===== config.mk =====
export PLATFORM = sky130hd
export DESIGN_NAME = sort_rle
export DESIGN_NICKNAME = d
export VERILOG_FILES = /design/src/rtl/sort_rle.sv
export SDC_FILE = /design/constraint.sdc
export NUM_CORES = 1
export LEC_CHECK = 0
export ABC_CLOCK_PERIOD_IN_PS = 6800
export CAP_MARGIN = 20
export CORE_UTILIZATION = 41
export DETAILED_ROUTE_END_ITERATION = 7
export PLACE_DENSITY = 0.7
export SLEW_MARGIN = 10
export SYNTH_ARGS = -nofsm -noshare
export SYNTH_HDL_FRONTEND = slang
export SYNTH_SLANG_ARGS = --single-unit

===== constraint.sdc =====
create_clock -name clk_i -period 6.8 [get_ports clk_i]
set_input_delay 1.36 -clock clk_i [delete_from_list [all_inputs] [get_ports clk_i]]
set_output_delay 1.36 -clock clk_i [all_outputs]
set_load 0.02 [all_outputs]

===== src/rtl/sort_rle.sv =====
`default_nettype none
// ============================================================================
// Module      : sort_rle
// Description : Run-length compressor for one sorted Avalon-ST packet at a
//               time. Emits one {value, count} record per distinct run, in
//               input order, with sop on the first record and eop on the last.
// Ports       : clk_i, rst_n_i            clock, async active-low reset
//               snk_*                     sorted sample stream (readyLatency 0)
//               src_*                     {value, count} record stream
// Revision    : 1.0 - initial release
// ============================================================================
module sort_rle #(
    parameter int DWIDTH      = 8,
    parameter int MAX_PKT_LEN = 1024,
    parameter int CWIDTH      = $clog2(MAX_PKT_LEN + 1)
) (
    input  logic              clk_i,
    input  logic              rst_n_i,
    input  logic [DWIDTH-1:0] snk_data_i,
    input  logic              snk_startofpacket_i,
    input  logic              snk_endofpacket_i,
    input  logic              snk_valid_i,
    output logic              snk_ready_o,
    output logic [DWIDTH-1:0] src_data_o,
    output logic [CWIDTH-1:0] src_count_o,
    output logic              src_startofpacket_o,
    output logic              src_endofpacket_o,
    output logic              src_valid_o,
    input  logic              src_ready_i
);

    localparam logic [1:0] S_IDLE  = 2'd0;
    localparam logic [1:0] S_ACCUM = 2'd1;
    localparam logic [1:0] S_FLUSH = 2'd2;

    localparam logic [CWIDTH-1:0] c_max_cnt = CWIDTH'(MAX_PKT_LEN);
    localparam logic [CWIDTH-1:0] c_one     = CWIDTH'(1);

    logic [1:0]        r_state;
    logic [DWIDTH-1:0] r_cur_val;
    logic [CWIDTH-1:0] r_cur_cnt;
    logic              r_first_rec;
    logic              r_enable;

    logic [DWIDTH-1:0] r_src_data;
    logic [CWIDTH-1:0] r_src_count;
    logic              r_src_sop;
    logic              r_src_eop;
    logic              r_src_valid;

    logic              w_slot_free;
    logic              w_snk_ready;
    logic              w_accept;

    logic [1:0]        w_state_nxt;
    logic [DWIDTH-1:0] w_cur_val_nxt;
    logic [CWIDTH-1:0] w_cur_cnt_nxt;
    logic              w_first_nxt;
    logic              w_emit;
    logic [DWIDTH-1:0] w_emit_data;
    logic [CWIDTH-1:0] w_emit_cnt;
    logic              w_emit_sop;
    logic              w_emit_eop;

    // Output slot is free when empty or being drained this cycle.
    assign w_slot_free = !r_src_valid || src_ready_i;
    assign w_snk_ready = r_enable && w_slot_free && (r_state != S_FLUSH);
    assign w_accept    = snk_valid_i && w_snk_ready;

    always_comb begin
        w_state_nxt   = r_state;
        w_cur_val_nxt = r_cur_val;
        w_cur_cnt_nxt = r_cur_cnt;
        w_first_nxt   = r_first_rec;
        w_emit        = 1'b0;
        w_emit_data   = r_cur_val;
        w_emit_cnt    = r_cur_cnt;
        w_emit_sop    = r_first_rec;
        w_emit_eop    = 1'b0;

        if (r_state == S_FLUSH) begin
            // Pending single-beat run left over from a value change on the eop beat.
            if (w_slot_free) begin
                w_emit      = 1'b1;
                w_emit_eop  = 1'b1;
                w_first_nxt = 1'b0;
                w_state_nxt = S_IDLE;
            end
        end else if (w_accept) begin
            if (snk_startofpacket_i) begin
                // New packet; any run in progress (missing eop) is discarded.
                if (snk_endofpacket_i) begin
                    w_emit      = 1'b1;
                    w_emit_data = snk_data_i;
                    w_emit_cnt  = c_one;
                    w_emit_sop  = 1'b1;
                    w_emit_eop  = 1'b1;
                    w_first_nxt = 1'b0;
                    w_state_nxt = S_IDLE;
                end else begin
                    w_cur_val_nxt = snk_data_i;
                    w_cur_cnt_nxt = c_one;
                    w_first_nxt   = 1'b1;
                    w_state_nxt   = S_ACCUM;
                end
            end else if (r_state == S_ACCUM) begin
                if ((snk_data_i == r_cur_val) && (r_cur_cnt != c_max_cnt)) begin
                    if (snk_endofpacket_i) begin
                        w_emit      = 1'b1;
                        w_emit_cnt  = r_cur_cnt + c_one;
                        w_emit_eop  = 1'b1;
                        w_first_nxt = 1'b0;
                        w_state_nxt = S_IDLE;
                    end else begin
                        w_cur_cnt_nxt = r_cur_cnt + c_one;
                    end
                end else begin
                    // Value change or saturated count: close the old run.
                    w_emit        = 1'b1;
                    w_first_nxt   = 1'b0;
                    w_cur_val_nxt = snk_data_i;
                    w_cur_cnt_nxt = c_one;
                    if (snk_endofpacket_i) begin
                        w_state_nxt = S_FLUSH;
                    end
                end
            end
            // Beats without sop in IDLE are dropped.
        end
    end

    always_ff @(posedge clk_i or negedge rst_n_i) begin
        if (!rst_n_i) begin
            r_enable    <= 1'b0;
            r_state     <= S_IDLE;
            r_cur_val   <= '0;
            r_cur_cnt   <= '0;
            r_first_rec <= 1'b0;
            r_src_data  <= '0;
            r_src_count <= '0;
            r_src_sop   <= 1'b0;
            r_src_eop   <= 1'b0;
            r_src_valid <= 1'b0;
        end else begin
            r_enable    <= 1'b1;
            r_state     <= w_state_nxt;
            r_cur_val   <= w_cur_val_nxt;
            r_cur_cnt   <= w_cur_cnt_nxt;
            r_first_rec <= w_first_nxt;
            if (w_emit) begin
                r_src_data  <= w_emit_data;
                r_src_count <= w_emit_cnt;
                r_src_sop   <= w_emit_sop;
                r_src_eop   <= w_emit_eop;
                r_src_valid <= 1'b1;
            end else if (src_ready_i) begin
                r_src_valid <= 1'b0;
            end
        end
    end

    assign snk_ready_o         = w_snk_ready;
    assign src_data_o          = r_src_data;
    assign src_count_o         = r_src_count;
    assign src_startofpacket_o = r_src_sop;
    assign src_endofpacket_o   = r_src_eop;
    assign src_valid_o         = r_src_valid;

endmodule
`default_nettype wire

# Word-level counts from Yosys, hierarchy flattened

Index checks and enable logic that the tools add are counted.

Bits of input ports: 14
Register bits after elaboration: 45

Reductions and logical operators: 15
Equal/unequal tests: 10
Muxes and demuxes: 55
Add/subtract/negate cells: 1
Bitwise logic cells: 1

Operator list:

| kind                                           | count |
|---|---|
| 2-to-1 mux 11 bit                              | 12 |
| 2-to-1 mux 8 bit                               | 8 |
| 2-to-1 mux 1 bit                               | 27 |
| 2-to-1 mux 2 bit                               | 8 |
| adder 11 x 1 -> 11 bit (second input constant) | 1 |
| != test 11 bit (second input constant)         | 1 |
| != test 2 bit (second input constant)          | 5 |
| AND reduction 5 bit                            | 2 |
| == test 8 bit                                  | 1 |
| AND reduction 4 bit                            | 2 |
| nonzero test 2 bit                             | 3 |
| nonzero test 3 bit                             | 2 |
| logical AND 1 bit                              | 4 |
| != test 4 bit (second input constant)          | 1 |
| == test 2 x 1 -> 1 bit (second input constant) | 1 |
| == test 2 bit (second input constant)          | 1 |
| zero test 1 bit                                | 1 |
| logical OR 1 bit                               | 1 |
| NOT 1 bit                                      | 1 |

# Longest topological paths before layout

Gate-level depths: netlist of the first run.

Depth in word-level cells: 8
Mapped depth: 9

# Worst setup path before layout of the first run

No wires, ideal clock.

Kind: in2out
From: input src_ready_i
To: output snk_ready_o
Arrival time: 1.801 ns
Stages on the path: 2
Setup slack: 3.639 ns
Cell sequence: nand2b_1 -> and3_1

Word-level cells in the longest chain between the ends: 3

Ends and longest elaborated chain:

| element                         | RTL line | RTL |
|---|---|---|
| start: declaration              | 29       | `input logic src_ready_i` |
| logical OR 1 bit                | 66       | `assign w_slot_free = !r_src_valid \|\| src_ready_i;` |
| logical AND 1 bit (2 in series) | 67       | `assign w_snk_ready = r_enable && w_slot_free && (r_state != S_FLUSH);` |
| end: declaration                | 23       | `output logic snk_ready_o,` |

Every way passes these cells.

# Worst setup path after layout of the first run

Ends and elaborated chain as after synthesis.

==> results.cfg, run 1 <==
[sta]
period_share_pct = 62.7
clock_skew_ns = 0.0115
setup_violations = 0
fmax_mhz = 234
final-max-slew-violation-count = 0
relSlewSlack_pct = 33.0
layout_min_cycle_time_ns = 4.26
tightest_slew_ns = 0.996
fin_setup_tns_ns = 0
rsz0062_at_grt = false
hold_violations = 0

[route]
routed_wl_um = 7130
first_pass_iters = 4
ant_nets = 0
routed_via_density = 6.08
avgRoutedWirePerCell_um = 18.2
drt_iter0_drc = 232
drcViolationCount = 0
vias = 2383

[global_routing]
grt_pass1_vias = 2452
grt_use_total_pct = 21.4
grt_first_pass_wirelength_um = 12200
grt_max_degree = 46
antenna_found_initial = 0
grt_overflow_total = 0

[pwr]
peakVddDrop_v = 0.000222
p_seq_share_pct = 37.8
p_switching_w = 0.000401
internal_power_w = 0.000713
p_clk_share_pct = 18.1
switching_share_pct = 36.0
combPwrFrac_pct = 44.1
power_leakage_nw = 1.24
p_per_area_mw_per_mm2 = 334

[die]
core_area_sq_mm = 0.00649
fp.dieW_um = 84.9
io_pins = 37
dieArea_sq_mm = 0.00720
die_y_um = 84.9
placementRows = 29
start_util_pct = 43.3

[critical_path]
required_ns = 5.44
end_kind = primary output
r2r-start = r_cur_cnt[0]
r2r_end = r_cur_val[7]
crit_arrival_ns = 2.90
worstSetupStartpointType = input pin
cp_max_fo = 6
ff2ff_path_depth = 7
crit_type = input pin to primary output
r2r_setup_slack_ns = 3.80

[placement]
io_buffers = 36
placed_area_sq_mm = 0.00319
dp.cells = 383
gp_congestion = 0.903
dp_hpwl_um = 5080

[logic_synthesis]
synth_ff_type = dfrtp_1
ys_top_cells_by_area = dfrtp_1 40%, mux2_2 7.6%, a31oi_1 3.8%
yosysTopAreaCell = dfrtp_1
synth.avg_cell_area_sq_um = 9.88
synth_seq_cells = 45
syn_nets = 302
syn_inst = 285
synth_edf_count = 0
synth_top_area_share_pct = 40.0
netlist-cell-type-count = 58
async_flop_share_pct = 100
syn_area_sq_mm = 0.00282
yosysMostFrequentCell = dfrtp_1
synthTopCellsByCount = 45 x dfrtp_1, 20 x nand2_1, 19 x mux2_2, 17 x a31oi_1, 16 x a21oi_1
synth_warnings = 0
synth.yosys.seq_area_share_pct = 40.0

[clock_tree]
htreeDepth = 2
numClockSinks = 45
cts_root_buf = clkbuf_8
ctsResizeCount = 0
clock_latency_ns = 0.31
cts_buffer_depth = 2
tritoncts = done
cts_setup_buffers = 0
cts_buffers = 5
ctsHoldBuffers = 0
clkTransAtPathRegs_ns = 0.08

[hold_path]
hold_start = src_data_o[6]
whs_endpoint = src_data_o[6]
hold_class = register to register
whs_path_depth = 1

[outcome]
status = completed

[final_layout]
nNetsFinal = 331
drive_gt1_share_pct = 14.3
final_area_sq_mm = 0.00333
final_cell_count_no_fill = 392
n_antenna_cell = 0
area_growth_pct = 18.3

[flow_run]
max_cap_viol_count = 0
-- cells in the final DEF (no fill, tap or decap), types with 4 or more instances in the layout --
cell             synthesis  layout
o21ai_0                  7       7
nand2_1                 20      20
nand4_1                  7       7
nor2_1                   9       9
nand2b_1                 4       4
clkbuf_8                 0       5
mux2_4                   7       7
or4_1                    6       6
buf_4                    0       4
nand3b_1                 5       5
o31ai_1                  6       6
xnor2_1                  9       9
nor2b_1                  5       5
a21oi_1                 16      16
and3_1                   4       4
mux2_2                  19      19
dfrtp_1                 45      45
nor4_1                   8       8
inv_1                    8       8
a31oi_1                 17      17
clkdlybuf4s50_1          0      35
nor3_1                   4       4
nand3_1                 14      14
-- worst max-delay path by stage --
| stage | from | endpoint | slack, ns | cells after the start |
|---|---|---|---|---|
| after floorplan | src_ready_i | snk_ready_o | 3.64 | 2 |
| after global placement | src_ready_i | snk_ready_o | 2.54 | 4 |
| after detailed placement | src_ready_i | snk_ready_o | 2.56 | 4 |
| after CTS | src_ready_i | snk_ready_o | 2.55 | 4 |
| after global routing | src_ready_i | snk_ready_o | 2.45 | 4 |
| final | src_ready_i | snk_ready_o | 2.54 | 4 |
-- state kept, by name (all words and copies together), names as in the netlist --
| signal | flops |
|---|---|
| r_enable | 1 |
| r_first_rec | 1 |
| src_data_o | 8 |
| src_endofpacket_o | 1 |
| r_state | 2 |
| src_startofpacket_o | 1 |
| r_cur_val | 8 |
| r_cur_cnt | 11 |
| src_count_o | 11 |
| src_valid_o | 1 |
-- critical path, cell delays in order --
cell	delay (ns)
clkdlybuf4s50_1	0.49
nand2b_1	0.25
and3_1	0.21
clkdlybuf4s50_1	0.60
-- cell type report --
class	count	area [sq um]
fillers	603	3160
multi-input cells	213	1550
repair buffers	41	413
clock buffers	6	72.6
well taps	77	96.3
clock inverters	2	38.8
inverters	8	30.0
flip-flops and latches	45	1130
-- per-layer routing --
metal  wire length [um]  vias up  global-route usage [%]
met4                127        0                    8.94
met5                  0        -                       0
met3                328       10                    2.63
li1                   -     1143                       -
met1               3330     1160                    29.4
met2               3350       70                    34.6
-- power by group through the flow --
stage	clock network, W	registers [W]	logic, W
2_1_floorplan	0	0.000480	0.000246
3_3_place_gp	0	0.000422	0.000480
3_5_place_dp	0	0.000425	0.000486
4_1_cts	0.000206	0.000420	0.000491
5_1_grt	0.000215	0.000432	0.000530
6_report	0.000202	0.000421	0.000491
-- through the flow --
stage | setup WS (ns) | utilization [%] | power (W) | hold slack (ns)
floorplan | 3.64 | - | 0.000726 | 0.465
global placement | 2.54 | 49.1 | 0.000903 | 0.476
detailed placement | 2.56 | 49.1 | 0.000911 | 0.480
CTS | 2.55 | 50.9 | 0.00112 | 0.503
global route | 2.45 | 51.3 | 0.00118 | 0.508
finish | 2.54 | 51.3 | 0.00111 | 0.502
-- cell families (layout without fill, tap and decap cells) --
| family | count (synthesis) | count (layout) | share of synthesized area (%) |
|---|---|---|---|
| mux | 31 | 31 | 13.2 |
| xor+xnor | 9 | 9 | 2.80 |
| fa+ha+maj | 3 | 3 | 1.33 |
| simple gates | 100 | 100 | 21.5 |
| buf+inv | 27 | 57 | 4.80 |
| flops | 45 | 45 | 40.0 |
| other cells | 1 | 1 | 0.133 |
| compound gates | 69 | 69 | 16.3 |
Note: power is estimated with default switching activity, not from simulation.
==> inputs of run 2 (changes only) <==
--- a/config.mk
+++ b/config.mk
@@ -5,7 +5,7 @@
 export SDC_FILE = /design/constraint.sdc
 export NUM_CORES = 1
 export LEC_CHECK = 0
-export ABC_CLOCK_PERIOD_IN_PS = 6800
+export ABC_CLOCK_PERIOD_IN_PS = 4400
 export CAP_MARGIN = 20
 export CORE_UTILIZATION = 41
 export DETAILED_ROUTE_END_ITERATION = 7
==> constraint.sdc (replaced) <==
create_clock -name clk_i -period 4.4 [get_ports clk_i]
set_input_delay 0.88 -clock clk_i [delete_from_list [all_inputs] [get_ports clk_i]]
set_output_delay 0.88 -clock clk_i [all_outputs]
set_load 0.02 [all_outputs]
==> results.cfg, run 2 (synthesis results as in run 1) <==
[outcome]
status = completed

[clock_tree]
clkTransAtPathRegs_ns = 0.09
tritoncts = done
clock_latency_ns = 0.30
htreeDepth = 2
cts_buffer_depth = 2
cts_root_buf = clkbuf_8
numClockSinks = 45
ctsHoldBuffers = 0
cts_buffers = 5
ctsResizeCount = 0
cts_setup_buffers = 0

[route]
vias = 2448
avgRoutedWirePerCell_um = 18.6
routed_wl_um = 7350
ant_nets = 0
drt_iter0_drc = 260
routed_via_density = 6.20
drcViolationCount = 0
first_pass_iters = 5

[sta]
clock_skew_ns = 0.00585
fmax_mhz = 303
period_share_pct = 75.1
tightest_slew_ns = 0.904
rsz0062_at_grt = false
final-max-slew-violation-count = 0
layout_min_cycle_time_ns = 3.30
setup_violations = 0
hold_violations = 0
setup_ws_ns = 1.10
relSlewSlack_pct = 39.2
fin_setup_tns_ns = 0

[die]
placementRows = 29
io_pins = 37
start_util_pct = 43.3
die_y_um = 84.9
fp.dieW_um = 84.9
core_area_sq_mm = 0.00649
dieArea_sq_mm = 0.00720

[pwr]
power_leakage_nw = 1.26
switching_share_pct = 35.7
p_seq_share_pct = 37.0
p_clk_share_pct = 19.0
internal_power_w = 0.00112
peakVddDrop_v = 0.000322
p_per_area_mw_per_mm2 = 518
p_switching_w = 0.000622
combPwrFrac_pct = 44.0

[hold_path]
hold_class = register to register
whs_path_depth = 1
whs_endpoint = src_data_o[6]
hold_start = src_data_o[6]

[critical_path]
crit_arrival_ns = 2.42
crit_type = input pin to primary output
required_ns = 3.52
crit_slowest_cell = clkdlybuf4s50_1
r2r_end = r_cur_val[7]
worst_path_most_repeated_cell = clkdlybuf4s50_1
worstSetupStartpointType = input pin
end_kind = primary output
r2r-start = r_cur_cnt[0]
ff2ff_path_depth = 7
cp_cell_sequence = clkdlybuf4s50_1 > nand2b_1 > and3_1 > clkdlybuf4s50_1
slowest_delay_ns = 0.60
cp_max_fo = 6
r2r_setup_slack_ns = 1.39

[global_routing]
antenna_found_initial = 0
grt_use_total_pct = 21.0
grt_overflow_total = 0
grt_first_pass_wirelength_um = 11900
grt_pass1_vias = 2246
grt_max_degree = 46

[final_layout]
area_growth_pct = 19.4
drive_gt1_share_pct = 15.4
layout_commonest_cell = dfrtp_1
n_antenna_cell = 0
nNetsFinal = 334
final_cell_mix = 45 x dfrtp_1, 35 x clkdlybuf4s50_1, 20 x nand2_1
nFillCells = 599

[placement]
io_buffers = 36
dp_hpwl_um = 5110
gp_congestion = 0.950
dp_slack_ns = 1.06

[flow_run]
max_cap_viol_count = 0
-- run 2: worst max path at each step --
stage	slack, ns	to	cells past startpoint	start
after floorplan	1.72	r_cur_cnt[7]	6	snk_startofpacket_i
after global placement	1.13	src_count_o[1]	6	snk_data_i[5]
after detailed placement	1.06	src_count_o[1]	6	snk_data_i[5]
after CTS	1.12	snk_ready_o	4	src_ready_i
after global routing	1.0	src_count_o[4]	6	snk_data_i[5]
final	1.10	snk_ready_o	4	src_ready_i
-- run 2: area by class of cell --
| cell class | count | area (sq um) | area share [%] |
|---|---|---|---|
| multi-input combinational | 213 | 1550 | 46.2 |
| sequential | 45 | 1130 | 33.5 |
| timing repair buffer | 44 | 435 | 13.0 |
| tap | 77 | 96.3 | 2.87 |
| clock buffer | 6 | 82.6 | 2.46 |
| clock inverter | 2 | 37.5 | 1.12 |
| inverter | 8 | 30.0 | 0.893 |
-- run 2: stage by stage --
step	power [W]	std cells	hold slack (ns)	utilization (%)	instance area, sq um
final	0.00174	395	0.495	51.8	3360
after global routing	0.00183	395	0.523	51.8	3360
after CTS	0.00174	394	0.500	51.3	3330
after detailed placement	0.00141	386	0.479	49.5	3210
after global placement	0.00140	386	0.470	49.5	3210
after floorplan	0.00112	285	0.465	-	2820
-- run 2: power by group through the flow --
stage               combinational (W)  sequential (W)  clock, W
floorplan                    0.000381        0.000741         0
detailed placement           0.000756        0.000654         0
CTS                          0.000762        0.000646  0.000334
finish                       0.000767        0.000645  0.000331
global route                 0.000816        0.000665  0.000349
global placement             0.000751        0.000646         0
-- run 2: worst max-delay path, delay by kind of cell --
kind,cells,cell delay [ns]
buf+inv,2,1.09
simple gates,2,0.45
-- run 2: metal layers --
metal | vias up | GRT usage (%) | wire (um)
met4 | 0 | 5.70 | 86
met3 | 11 | 2.82 | 438
li1 | 1155 | - | -
met2 | 113 | 31.9 | 3440
met1 | 1169 | 31.6 | 3390
met5 | - | 0 | 0
